$ cat config.mk
export PLATFORM = sky130hd
export DESIGN_NAME = pdp8_mem_arbiter
export DESIGN_NICKNAME = d
export VERILOG_FILES = /design/src/rtl/pdp8_mem_arbiter.sv
export SDC_FILE = /design/constraint.sdc
export NUM_CORES = 1
export LEC_CHECK = 0
export ABC_AREA = 1
export ABC_CLOCK_PERIOD_IN_PS = 2400
export CAP_MARGIN = 20
export CELL_PAD_IN_SITES_DETAIL_PLACEMENT = 1
export CELL_PAD_IN_SITES_GLOBAL_PLACEMENT = 2
export CORE_MARGIN = 4
export CORE_UTILIZATION = 19
export DETAILED_ROUTE_END_ITERATION = 10
export PLACE_DENSITY_LB_ADDON = 0.1
export SLEW_MARGIN = 5
export SYNTH_ARGS = -nofsm -noshare
export SYNTH_HDL_FRONTEND = slang
export SYNTH_SLANG_ARGS = --single-unit
$ cat constraint.sdc
create_clock -name clk -period 2.4 [get_ports clk]
set_clock_uncertainty 0.2 [all_clocks]
set_input_delay 0.48 -clock clk [delete_from_list [all_inputs] [get_ports clk]]
set_output_delay 0.48 -clock clk [all_outputs]
set_load 0.05 [all_outputs]
$ cat src/rtl/pdp8_mem_arbiter.sv
// ----------------------------------------------------------------------------
// pdp8_mem_arbiter
//
// Shares one synchronous memory port between the IFU (instruction reads) and
// the EXEC unit (operand reads/writes). Every access walks IDLE -> ISSUE ->
// RESP, so a grant at edge N strobes memory in cycle N+1 and returns the
// response in cycle N+2. EXEC beats IFU; within EXEC a write beats a read.
//
// Optional feature macro: MEM_ARB_STARVE_GUARD_EN
//   When defined, a 3-bit counter tracks EXEC grants made while IFU waits and
//   forces an IFU grant once STARVE_LIMIT of them have happened in a row.
//
// Ports:
//   clk, reset                  clock and synchronous active-high reset
//   ifu_rd_req/addr             IFU read request (held until ifu_rd_valid)
//   ifu_rd_data/valid           IFU read data and one-cycle completion pulse
//   exec_rd_req/exec_wr_req     EXEC read / write request (held until done)
//   exec_addr/exec_wr_data      EXEC address and write data
//   exec_rd_data/valid          EXEC read data and one-cycle completion pulse
//   exec_wr_ack                 EXEC one-cycle write completion pulse
//   mem_rd_req/mem_wr_req       memory strobes (one cycle, mutually exclusive)
//   mem_addr/mem_wr_data        memory address and write data, held from grant
//   mem_rd_data                 memory read data, valid the cycle after strobe
//   arb_err                     sticky protocol error, cleared only by reset
// ----------------------------------------------------------------------------
module pdp8_mem_arbiter #(
    parameter int ADDR_WIDTH   = 12,
    parameter int DATA_WIDTH   = 12,
    parameter int STARVE_LIMIT = 4
) (
    input  logic                  clk,
    input  logic                  reset,
    input  logic                  ifu_rd_req,
    input  logic [ADDR_WIDTH-1:0] ifu_rd_addr,
    output logic [DATA_WIDTH-1:0] ifu_rd_data,
    output logic                  ifu_rd_valid,
    input  logic                  exec_rd_req,
    input  logic                  exec_wr_req,
    input  logic [ADDR_WIDTH-1:0] exec_addr,
    input  logic [DATA_WIDTH-1:0] exec_wr_data,
    output logic [DATA_WIDTH-1:0] exec_rd_data,
    output logic                  exec_rd_valid,
    output logic                  exec_wr_ack,
    output logic                  mem_rd_req,
    output logic                  mem_wr_req,
    output logic [ADDR_WIDTH-1:0] mem_addr,
    output logic [DATA_WIDTH-1:0] mem_wr_data,
    input  logic [DATA_WIDTH-1:0] mem_rd_data,
    output logic                  arb_err
);

    typedef enum logic [1:0] {IDLE, ISSUE, RESP} state_t;
    typedef enum logic [1:0] {OWN_NONE, OWN_IFU, OWN_ERD, OWN_EWR} owner_t;

    state_t                  state_q;
    owner_t                  owner_q;
    logic [ADDR_WIDTH-1:0]   mem_addr_q;
    logic [DATA_WIDTH-1:0]   mem_wr_data_q;
    logic                    mem_rd_req_q;
    logic                    mem_wr_req_q;
    logic                    ifu_rd_valid_q;
    logic                    exec_rd_valid_q;
    logic                    exec_wr_ack_q;
    logic                    arb_err_q;

    // Grant decision for the current IDLE cycle
    logic                    grant_vld_d;
    owner_t                  grant_owner_d;
    logic [ADDR_WIDTH-1:0]   grant_addr_d;
    logic                    owner_dropped_d;

`ifdef MEM_ARB_STARVE_GUARD_EN
    localparam logic [2:0] STARVE_LIM3 = 3'(STARVE_LIMIT);
    logic [2:0] starve_cnt_q;
    logic       starve_force_d;
    assign starve_force_d = ifu_rd_req && (starve_cnt_q == STARVE_LIM3);
`endif

    always_comb begin
        grant_vld_d   = ifu_rd_req | exec_rd_req | exec_wr_req;
        grant_owner_d = OWN_IFU;
        grant_addr_d  = ifu_rd_addr;
        if (exec_wr_req) begin
            grant_owner_d = OWN_EWR;
            grant_addr_d  = exec_addr;
        end else if (exec_rd_req) begin
            grant_owner_d = OWN_ERD;
            grant_addr_d  = exec_addr;
        end
`ifdef MEM_ARB_STARVE_GUARD_EN
        // IFU has waited long enough: it takes this slot over any EXEC request
        if (starve_force_d) begin
            grant_owner_d = OWN_IFU;
            grant_addr_d  = ifu_rd_addr;
        end
`endif
    end

    // A requester that lets go of req while it owns the port is a protocol error
    always_comb begin
        owner_dropped_d = 1'b0;
        case (owner_q)
            OWN_IFU: owner_dropped_d = !ifu_rd_req;
            OWN_ERD: owner_dropped_d = !exec_rd_req;
            OWN_EWR: owner_dropped_d = !exec_wr_req;
            default: owner_dropped_d = 1'b0;
        endcase
    end

    always_ff @(posedge clk) begin
        if (reset) begin
            state_q         <= IDLE;
            owner_q         <= OWN_NONE;
            mem_addr_q      <= '0;
            mem_wr_data_q   <= '0;
            mem_rd_req_q    <= 1'b0;
            mem_wr_req_q    <= 1'b0;
            ifu_rd_valid_q  <= 1'b0;
            exec_rd_valid_q <= 1'b0;
            exec_wr_ack_q   <= 1'b0;
            arb_err_q       <= 1'b0;
        end else begin
            mem_rd_req_q    <= 1'b0;
            mem_wr_req_q    <= 1'b0;
            ifu_rd_valid_q  <= 1'b0;
            exec_rd_valid_q <= 1'b0;
            exec_wr_ack_q   <= 1'b0;
            case (state_q)
                IDLE: begin
                    if (grant_vld_d) begin
                        state_q       <= ISSUE;
                        owner_q       <= grant_owner_d;
                        mem_addr_q    <= grant_addr_d;
                        mem_wr_data_q <= exec_wr_data;
                        mem_rd_req_q  <= (grant_owner_d != OWN_EWR);
                        mem_wr_req_q  <= (grant_owner_d == OWN_EWR);
                        if (exec_rd_req && exec_wr_req) begin
                            arb_err_q <= 1'b1;
                        end
                    end
                end
                ISSUE: begin
                    state_q         <= RESP;
                    ifu_rd_valid_q  <= (owner_q == OWN_IFU);
                    exec_rd_valid_q <= (owner_q == OWN_ERD);
                    exec_wr_ack_q   <= (owner_q == OWN_EWR);
                    if (owner_dropped_d) begin
                        arb_err_q <= 1'b1;
                    end
                end
                RESP: begin
                    state_q <= IDLE;
                    if (owner_dropped_d) begin
                        arb_err_q <= 1'b1;
                    end
                end
                default: state_q <= IDLE;
            endcase
        end
    end

`ifdef MEM_ARB_STARVE_GUARD_EN
    always_ff @(posedge clk) begin
        if (reset) begin
            starve_cnt_q <= '0;
        end else if (state_q == IDLE) begin
            if (!ifu_rd_req || (grant_vld_d && grant_owner_d == OWN_IFU)) begin
                starve_cnt_q <= '0;
            end else if (grant_vld_d) begin
                starve_cnt_q <= starve_cnt_q + 3'd1;
            end
        end
    end
`endif

    assign mem_addr      = mem_addr_q;
    assign mem_wr_data   = mem_wr_data_q;
    assign mem_rd_req    = mem_rd_req_q;
    assign mem_wr_req    = mem_wr_req_q;
    assign ifu_rd_valid  = ifu_rd_valid_q;
    assign exec_rd_valid = exec_rd_valid_q;
    assign exec_wr_ack   = exec_wr_ack_q;
    assign arb_err       = arb_err_q;
    // Read data is forwarded only during the owner's valid pulse, 0 otherwise
    assign ifu_rd_data   = ifu_rd_valid_q  ? mem_rd_data : '0;
    assign exec_rd_data  = exec_rd_valid_q ? mem_rd_data : '0;

endmodule

==> flow_metrics.tcl, run 1 <==
set metrics [dict create \
    hold_violations 0 \
    worst_slew_pin_slew_ps 531 \
    grt_antenna_before_repair 0 \
    syn2layout_area_growth_pct 86.1 \
    clkSlewWorstSetupHoldPaths_ps 70 \
    gp_congestion 0.664 \
    grt_first_pass_wirelength_um 9160 \
    synth_top_area_share_pct 39.9 \
    r2r_cells 6 \
    grt_use_total_pct 11.1 \
    num-nets-final 411 \
    hold_buffers 0 \
    synth_fp_nets 307 \
    cts_resized 0 \
    wl_um 5770 \
    crit_arrival_ps 1450 \
    cp_top_family "buffers and inverters" \
    max_stage_delay_ps 820 \
    critPathBufInv 1 \
    drc 0 \
    postLayoutCoreUtil_pct 36.4 \
    crit_cells 1 \
    timing.final.crit_share_pct 88.8 \
    crit_type "reg2out" \
    cellLeakagePower_nw 1.49 \
    num_rows 34 \
    required_ps 1720 \
    fp.dieH_um 103 \
    avgSynthCellArea_um2 6.82 \
    maxCapViolations 0 \
    netlist_instances 250 \
    die_area_mm2 0.0105 \
    pre_cts_ws_ps 239 \
    post_cts_buffers 0 \
    ys_types 23 \
    min-delay-path-class "reg2reg" \
    cts_root_buffer "clkbuf_8" \
    grt_max_degree 28 \
    rsz0062_at_grt "false" \
    synth-seq-cells 34 \
    cts_tree "done" \
    synth_top_cell_by_area "dfxtp_1" \
    setup_slack_ps 268 \
    clk_path_buf_depth 2 \
    core_mm2 0.00872 \
    critical_path.startpoint_type "flop" \
    wl_per_cell_um 12.5 \
    ys_seq_area_share_pct 39.9 \
    layout_min_cycle_time_ps 2130 \
    timing.slew.headroom_pct 64.5 \
    drive_gt1_share_pct 15.2 \
    yosys-top-cells-area "dfxtp_1 40%, nand2_1 19%, inv_1 7.7%" \
    ir_drop_mv 0.242 \
    vias 1831 \
    final_cells 463 \
    diodes 0 \
    clkSinkCount 34 \
    ys_warn_count 0 \
    status "finished clean" \
    portBuffers 106 \
    critPathMaxFanout 2 \
    cts_buffers 5 \
    clkLatencyLatePin_ps 280 \
    firstDrtPassIters 4 \
    end_kind "output pin" \
    avgViaCountPerCell 3.95 \
    start_util_pct 19.5 \
    setup_viol 0 \
    num_io_pins 107 \
    crit_chain "clkdlybuf4s50_1" \
    grt-ovfl-total 0 \
    htree_num_levels 2 \
    tns_ps 0 \
    placed_cells 455 \
    die_w_um 103 \
    final_antenna_net_count 0 \
    synth_area_mm2 0.00170 \
    fmax_ghz 0.469 \
    grt_pass1_vias 1831 \
    p_per_area_mw_per_mm2 584 \
    hold_depth 2 \
    cp_slowest_cell "clkdlybuf4s50_1" \
    slew_viol_final 0 \
    place_hpwl_um 4420 \
    drt_iter0_markers 27 \
]
==> through the flow <==
step / cell area, µm² / total power [mW] / hold slack [ps]
CTS: 3170 / 1.89 / 263
floorplan: 1700 / 1.12 / 241
detailed placement: 3060 / 1.38 / 249
global route: 3170 / 1.97 / 278
global placement: 3060 / 1.37 / 239
finish: 3170 / 1.85 / 256
==> final timing paths <==
path                                     from  slack, ps                 endpoint
hold / removal           arb_err$_SDFFE_PP0P_        260     arb_err$_SDFFE_PP0P_
setup / recovery  mem_wr_data[1]$_SDFFE_PP0N_        270           mem_wr_data[1]
hold reg to reg          arb_err$_SDFFE_PP0P_        260     arb_err$_SDFFE_PP0P_
setup reg to reg      state_q[1]$_SDFFE_PP0P_        690  owner_q[0]$_SDFFE_PP0N_
==> kinds of logic (layout without fill, tap and decap cells) <==
family / Yosys count / count (layout) / share of synthesized area [%]
adders and majority gates: 4 / 4 / 2.94
DFF: 34 / 34 / 39.9
buffers and inverters: 49 / 154 / 14.0
and+or+nand+nor: 130 / 130 / 32.1
AOI/OAI and AO/OA: 33 / 33 / 11.0
==> layer usage <==
layer  track usage (%)  up-vias  wire length (µm)
li1                  -      955                 -
met3              2.84        2               456
met1              14.8      820              2610
met2              18.1       54              2670
met4              2.42        0                31
met5                 0        -                 0
==> state kept, by name, indices dropped and copies added (netlist names), 2 cells and up <==
name         cells
owner_q          2
mem_wr_data     12
mem_addr        12
state_q          2
==> Yosys cell counts <==
cell type	count
buf_12	1
nand3b_1	1
nor3_1	3
nand2_2	6
o21ai_1	1
nor2_1	25
buf_4	2
inv_8	1
o21ai_0	14
clkbuf_1	4
inv_2	2
nand2_1	88
ha_1	4
nand2_4	1
a21oi_2	6
nand3_1	4
nor2_4	1
a21oi_1	12
nand2_8	1
buf_2	1
dfxtp_1	34
buf_6	3
inv_1	35
==> area by class of cell <==
type	count	area, µm²
Timing Repair Buffer	108	1310
Clock buffer	8	110
Tap cell	108	135
Fill cell	1055	5550
Multi-Input combinational cell	167	785
Sequential cell	34	681
Inverter	38	150
==> layout by cell type, fill, tap and decap left out <==
| master | count |
|---|---|
| buf_4 | 4 |
| o21ai_1 | 1 |
| nand2_2 | 6 |
| a21oi_1 | 12 |
| clkbuf_8 | 8 |
| inv_1 | 35 |
| buf_12 | 24 |
| nand2_4 | 1 |
| nor2_4 | 1 |
| nand3_1 | 4 |
| clkdlybuf4s50_1 | 80 |
| inv_2 | 2 |
| o21ai_0 | 14 |
| dfxtp_1 | 34 |
| a21oi_2 | 6 |
| nand2_1 | 88 |
| nand2_8 | 1 |
| nand3b_1 | 1 |
| nor2_1 | 25 |
| nor3_1 | 3 |
| ha_1 | 4 |
| inv_8 | 1 |
==> report_power, final <==
part	internal [mW]	switching, mW	total (mW)
Clock	0.290	0.209	0.499
Combinational	0.264	0.421	0.685
Sequential	0.628	0.0405	0.669
Total	1.18	0.671	1.85
==> worst min-delay path, stage by stage (launching register included) <==
cell     delay (ps)
dfxtp_1         320
inv_1            50
a21oi_1          50
(Power assumes the default switching activity.)
==> inputs of run 2 (changes only) <==
Settings changed: ABC_CLOCK_PERIOD_IN_PS 2400 to 2770, MAX_ROUTING_LAYER set to met4.
Clock period 2.4 ns to 2.77 ns, I/O delays scaled along.
==> run 2 against run 1 <==
  * Sequential share of layout area grew 0.094 points
  * Clock power shrank 32%
  * Final cell count grew 0.22%
  * Critical path depth is the same
  * Register-to-register slack gained 380 ps
  * Global-route usage grew 0.46 points
  * Clock-buffer cell count shrank 1
  * Sequential power shrank 14%
  * Setup slack gained 280 ps
  * First-iteration DRC count grew 78%
==> flow_metrics.tcl, run 2 (synthesis results as in run 1) <==
set metrics [dict create \
    drive_gt1_share_pct 14.3 \
    rsz0062_at_grt "false" \
    critical_path.startpoint_type "flop" \
    gp_congestion 0.699 \
    p_per_area_mw_per_mm2 478 \
    timing.slew.headroom_pct 65.0 \
    crit_arrival_ps 1460 \
    fmax_ghz 0.451 \
    crit_chain "clkdlybuf4s50_1" \
    cp_slowest_cell "clkdlybuf4s50_1" \
    cts_buffers 5 \
    timing.final.crit_share_pct 80.1 \
    die_w_um 103 \
    power.total_mw 1.51 \
    clkSinkCount 34 \
    place_area_mm2 0.00308 \
    die_area_mm2 0.0105 \
    critPathMaxFanout 2 \
    wl_per_cell_um 12.4 \
    pwr-share-seq_pct 38.3 \
    ir_drop_mv 0.207 \
    max_stage_delay_ps 820 \
    power_frac_comb_pct 39.3 \
    clk_path_buf_depth 2 \
    fp.dieH_um 103 \
    final_antenna_net_count 0 \
    syn2layout_area_growth_pct 85.3 \
    drt_iter0_markers 48 \
    grt_pass1_vias 1820 \
    avgViaCountPerCell 3.90 \
    grt-ovfl-total 0 \
    clkSlewWorstSetupHoldPaths_ps 70 \
    num-nets-final 413 \
    wl_um 5740 \
    p_sw_share_pct 37.2 \
    firstDrtPassIters 4 \
    cts_tree "done" \
    cp_top_family "buffers and inverters" \
    maxCapViolations 0 \
    grt_first_pass_wirelength_um 9150 \
    layout_common_cells "88 x nand2_1, 82 x clkdlybuf4s50_1, 35 x inv_1" \
    postLayoutCellArea_mm2 0.00316 \
    hold_violations 0 \
    crit_type "reg2out" \
    core_mm2 0.00872 \
    postLayoutCoreUtil_pct 36.2 \
    post_cts_buffers 0 \
    min-delay-path-class "reg2reg" \
    start_util_pct 19.5 \
    worst_slew_pin_slew_ps 524 \
    num_io_pins 107 \
    layout_min_cycle_time_ps 2220 \
    grt_antenna_before_repair 0 \
    tns_ps 0 \
    final_cells 464 \
    p_clk_share_pct 22.4 \
    place_hpwl_um 4470 \
    htree_num_levels 2 \
    diodes 0 \
    cellLeakagePower_nw 1.48 \
    cts_root_buffer "clkbuf_8" \
    drc 0 \
    required_ps 2020 \
    grt_use_total_pct 11.6 \
    num_rows 34 \
    end_kind "output pin" \
    hold_buffers 0 \
    placed_cells 457 \
    p_int_uw 948 \
    setup_viol 0 \
    vias 1810 \
    final_common_cell "nand2_1" \
    slew_viol_final 0 \
    status "finished clean" \
    clkLatencyLatePin_ps 280 \
    critPathBufInv 1 \
    cts_resized 0 \
    netSwitchingPower_uw 562 \
    portBuffers 106 \
    grt_max_degree 28 \
]
[run 2: changes by cell type in the layout (fill, tap and decap cells not counted), sizes merged]
cell	previous run	this run
clkbuf	8	7
clkdlybuf4s50	80	82
[run 2: cell type report]
| class | count | area, µm² |
|---|---|---|
| Inverter | 38 | 150 |
| Multi-Input combinational cell | 167 | 785 |
| Clock buffer | 7 | 76.3 |
| Tap cell | 108 | 135 |
| Fill cell | 1071 | 5560 |
| Timing Repair Buffer | 110 | 1330 |
| Sequential cell | 34 | 681 |
[run 2: worst paths after layout]
kind                                                  start                       end  slack (ps)  cells past startpoint
worst max-delay path            mem_wr_data[0]$_SDFFE_PP0N_            mem_wr_data[0]         550                      1
worst max register to register      state_q[1]$_SDFFE_PP0P_   owner_q[0]$_SDFFE_PP0N_        1070                      6
worst min register to register     mem_addr[4]$_SDFFE_PP0N_  mem_addr[4]$_SDFFE_PP0N_         270                      2
worst min-delay path               mem_addr[4]$_SDFFE_PP0N_  mem_addr[4]$_SDFFE_PP0N_         270                      2
[run 2: stage by stage]
stage,hold WS [ps],setup WS [ps]
after global routing,286,501
after floorplan,241,666
after global placement,252,576
after CTS,269,538
after detailed placement,259,542
final,267,552
[run 2: worst reg2reg max path, stage by stage, from the launching register on]
cell and delay [ps]:
dfxtp_1 310, inv_1 120, ha_1 370, nand2_8 180
inv_8 200, o21ai_0 120, a21oi_1 120
[run 2: power by group through the flow]
stage | clock (mW) | sequential [mW] | combinational [mW]
global placement | 0 | 0.590 | 0.601
CTS | 0.358 | 0.580 | 0.606
finish | 0.338 | 0.578 | 0.594
global route | 0.382 | 0.587 | 0.647
detailed placement | 0 | 0.590 | 0.604
floorplan | 0 | 0.749 | 0.221
[run 2: routing by layer]
metal	GRT usage, %	vias to the layer above	part of all wire, %
li1	-	957	-
met1	15.3	796	44
met2	17.7	55	47
met3	3.04	2	7.8
met4	2.72	0	0.61
met5	-	-	0
==> inputs of run 3 (changes only) <==
Settings changed: ABC_CLOCK_PERIOD_IN_PS 2770 to 2300, CORE_UTILIZATION 19 to 18.
Clock period 2.77 ns to 2.3 ns, I/O delays scaled along.
==> run 3 against run 2 <==
  * Combinational power increased by 21%
  * Wire length increased by 4.3%
  * Non-clock buffer count unchanged
  * Worst hold slack got worse by 9.8 ps
  * First-iteration DRC count decreased by 42%
  * Global-route usage decreased by 0.18 points
  * Sequential cell count unchanged
  * Clock-buffer cell count unchanged
  * Register-to-register slack got worse by 490 ps
  * Sequential power increased by 21%
  * Core utilization decreased by 1.6 points
  * Power increased by 24%
==> flow_metrics.tcl, run 3 (synthesis results as in run 1) <==
set metrics [dict create \
    layout_common_cells "88 x nand2_1, 80 x clkdlybuf4s50_1, 35 x inv_1" \
    gp_congestion 0.722 \
    fp.dieH_um 105 \
    core_mm2 0.00924 \
    p_clk_share_pct 24.1 \
    timing.slew.headroom_pct 64.0 \
    hold_buffers 0 \
    ir_drop_mv 0.201 \
    cts_resized 0 \
    layout_min_cycle_time_ps 2110 \
    num_rows 35 \
    required_ps 1640 \
    pwr-share-seq_pct 37.3 \
    grt_antenna_before_repair 0 \
    max_stage_delay_ps 820 \
    die_area_mm2 0.0111 \
    firstDrtPassIters 4 \
    start_util_pct 18.4 \
    clkSlewWorstSetupHoldPaths_ps 70 \
    num-nets-final 413 \
    rsz0062_at_grt "false" \
    critPathBufInv 1 \
    wl_per_cell_um 12.3 \
    critPathMaxFanout 2 \
    setup_slack_ps 187 \
    clkLatencyLatePin_ps 280 \
    num_io_pins 107 \
    min-delay-start "arb_err$_SDFFE_PP0P_" \
    avgViaCountPerCell 3.87 \
    cellLeakagePower_nw 1.49 \
    cp_slowest_cell "clkdlybuf4s50_1" \
    tns_ps 0 \
    crit_arrival_ps 1450 \
    hold_slack_ps 257 \
    crit_chain "clkdlybuf4s50_1" \
    drive_gt1_share_pct 15.4 \
    portBuffers 106 \
    cts_root_buffer "clkbuf_8" \
    grt_pass1_vias 1961 \
    critPathLaunch "mem_addr[8]$_SDFFE_PP0N_" \
    final_antenna_net_count 0 \
    clkSinkCount 34 \
    syn2layout_area_growth_pct 87.4 \
    netSwitchingPower_uw 692 \
    timing.final.crit_share_pct 91.8 \
    place_hpwl_um 4760 \
    wl_um 5990 \
    hold_violations 0 \
    slew_viol_final 0 \
    pre_cts_ws_ps 190 \
    die_w_um 105 \
    fmax_ghz 0.473 \
    final_common_cell "nand2_1" \
    p_int_mw 1.18 \
    cp_top_family "buffers and inverters" \
    diodes 0 \
    crit_type "reg2out" \
    grt_max_degree 28 \
    power_frac_comb_pct 38.5 \
    grt_use_total_pct 11.4 \
    maxCapViolations 0 \
    htree_num_levels 2 \
    post_cts_buffers 0 \
    min-delay-path-class "reg2reg" \
    cts_buffers 5 \
    drc 0 \
    end_kind "output pin" \
    status "finished clean" \
    cts_tree "done" \
    p_sw_share_pct 37.0 \
    worst_slew_pin_slew_ps 540 \
    reg2reg_from "state_q[1]$_SDFFE_PP0P_" \
    clk_path_buf_depth 2 \
    grt-ovfl-total 0 \
    grt_first_pass_wirelength_um 9990 \
    p_per_area_mw_per_mm2 584 \
    setup_viol 0 \
    vias 1881 \
    drt_iter0_markers 28 \
    critical_path.startpoint_type "flop" \
]
==> run 3: worst paths after layout <==
kind / endpoint / slack [ps] / cells after the start
max: mem_addr[8] / 190 / 1
min: arb_err$_SDFFE_PP0P_ / 260 / 2
max reg2reg: owner_q[0]$_SDFFE_PP0N_ / 580 / 6
min reg2reg: arb_err$_SDFFE_PP0P_ / 260 / 2
==> run 3: final cells by class <==
| type | instances | area [µm²] |
|---|---|---|
| Tap cell | 129 | 161 |
| Timing Repair Buffer | 110 | 1330 |
| Clock inverter | 1 | 5.00 |
| Inverter | 38 | 150 |
| Multi-Input combinational cell | 167 | 785 |
| Clock buffer | 7 | 86.3 |
| Sequential cell | 34 | 681 |
| Fill cell | 1120 | 6050 |
==> run 3: metal layers <==
metal	track usage, %	part of all wire, %	vias up
met1	14.2	47	851
met3	2.27	4.9	6
met2	18.9	47	66
li1	-	-	958
met5	-	0	-
met4	2.91	1.3	0
==> run 3: stage by stage <==
| step | instances | util [%] | power, mW | instance area (µm²) |
|---|---|---|---|---|
| 6_report | 486 | 34.6 | 1.87 | 3190 |
| 5_1_grt | 486 | 34.6 | 1.99 | 3190 |
| 2_1_floorplan | 250 | - | 1.17 | 1700 |
| 3_3_place_gp | 478 | 33.6 | 1.44 | 3100 |
| 3_5_place_dp | 478 | 33.6 | 1.44 | 3100 |
| 4_1_cts | 486 | 34.6 | 1.91 | 3190 |
==> run 3: power by group through the flow <==
stage	registers, mW	logic (mW)	clock network, mW
6_report	0.697	0.719	0.451
2_1_floorplan	0.903	0.266	0
3_3_place_gp	0.712	0.727	0
4_1_cts	0.698	0.735	0.475
5_1_grt	0.708	0.782	0.504
3_5_place_dp	0.711	0.733	0
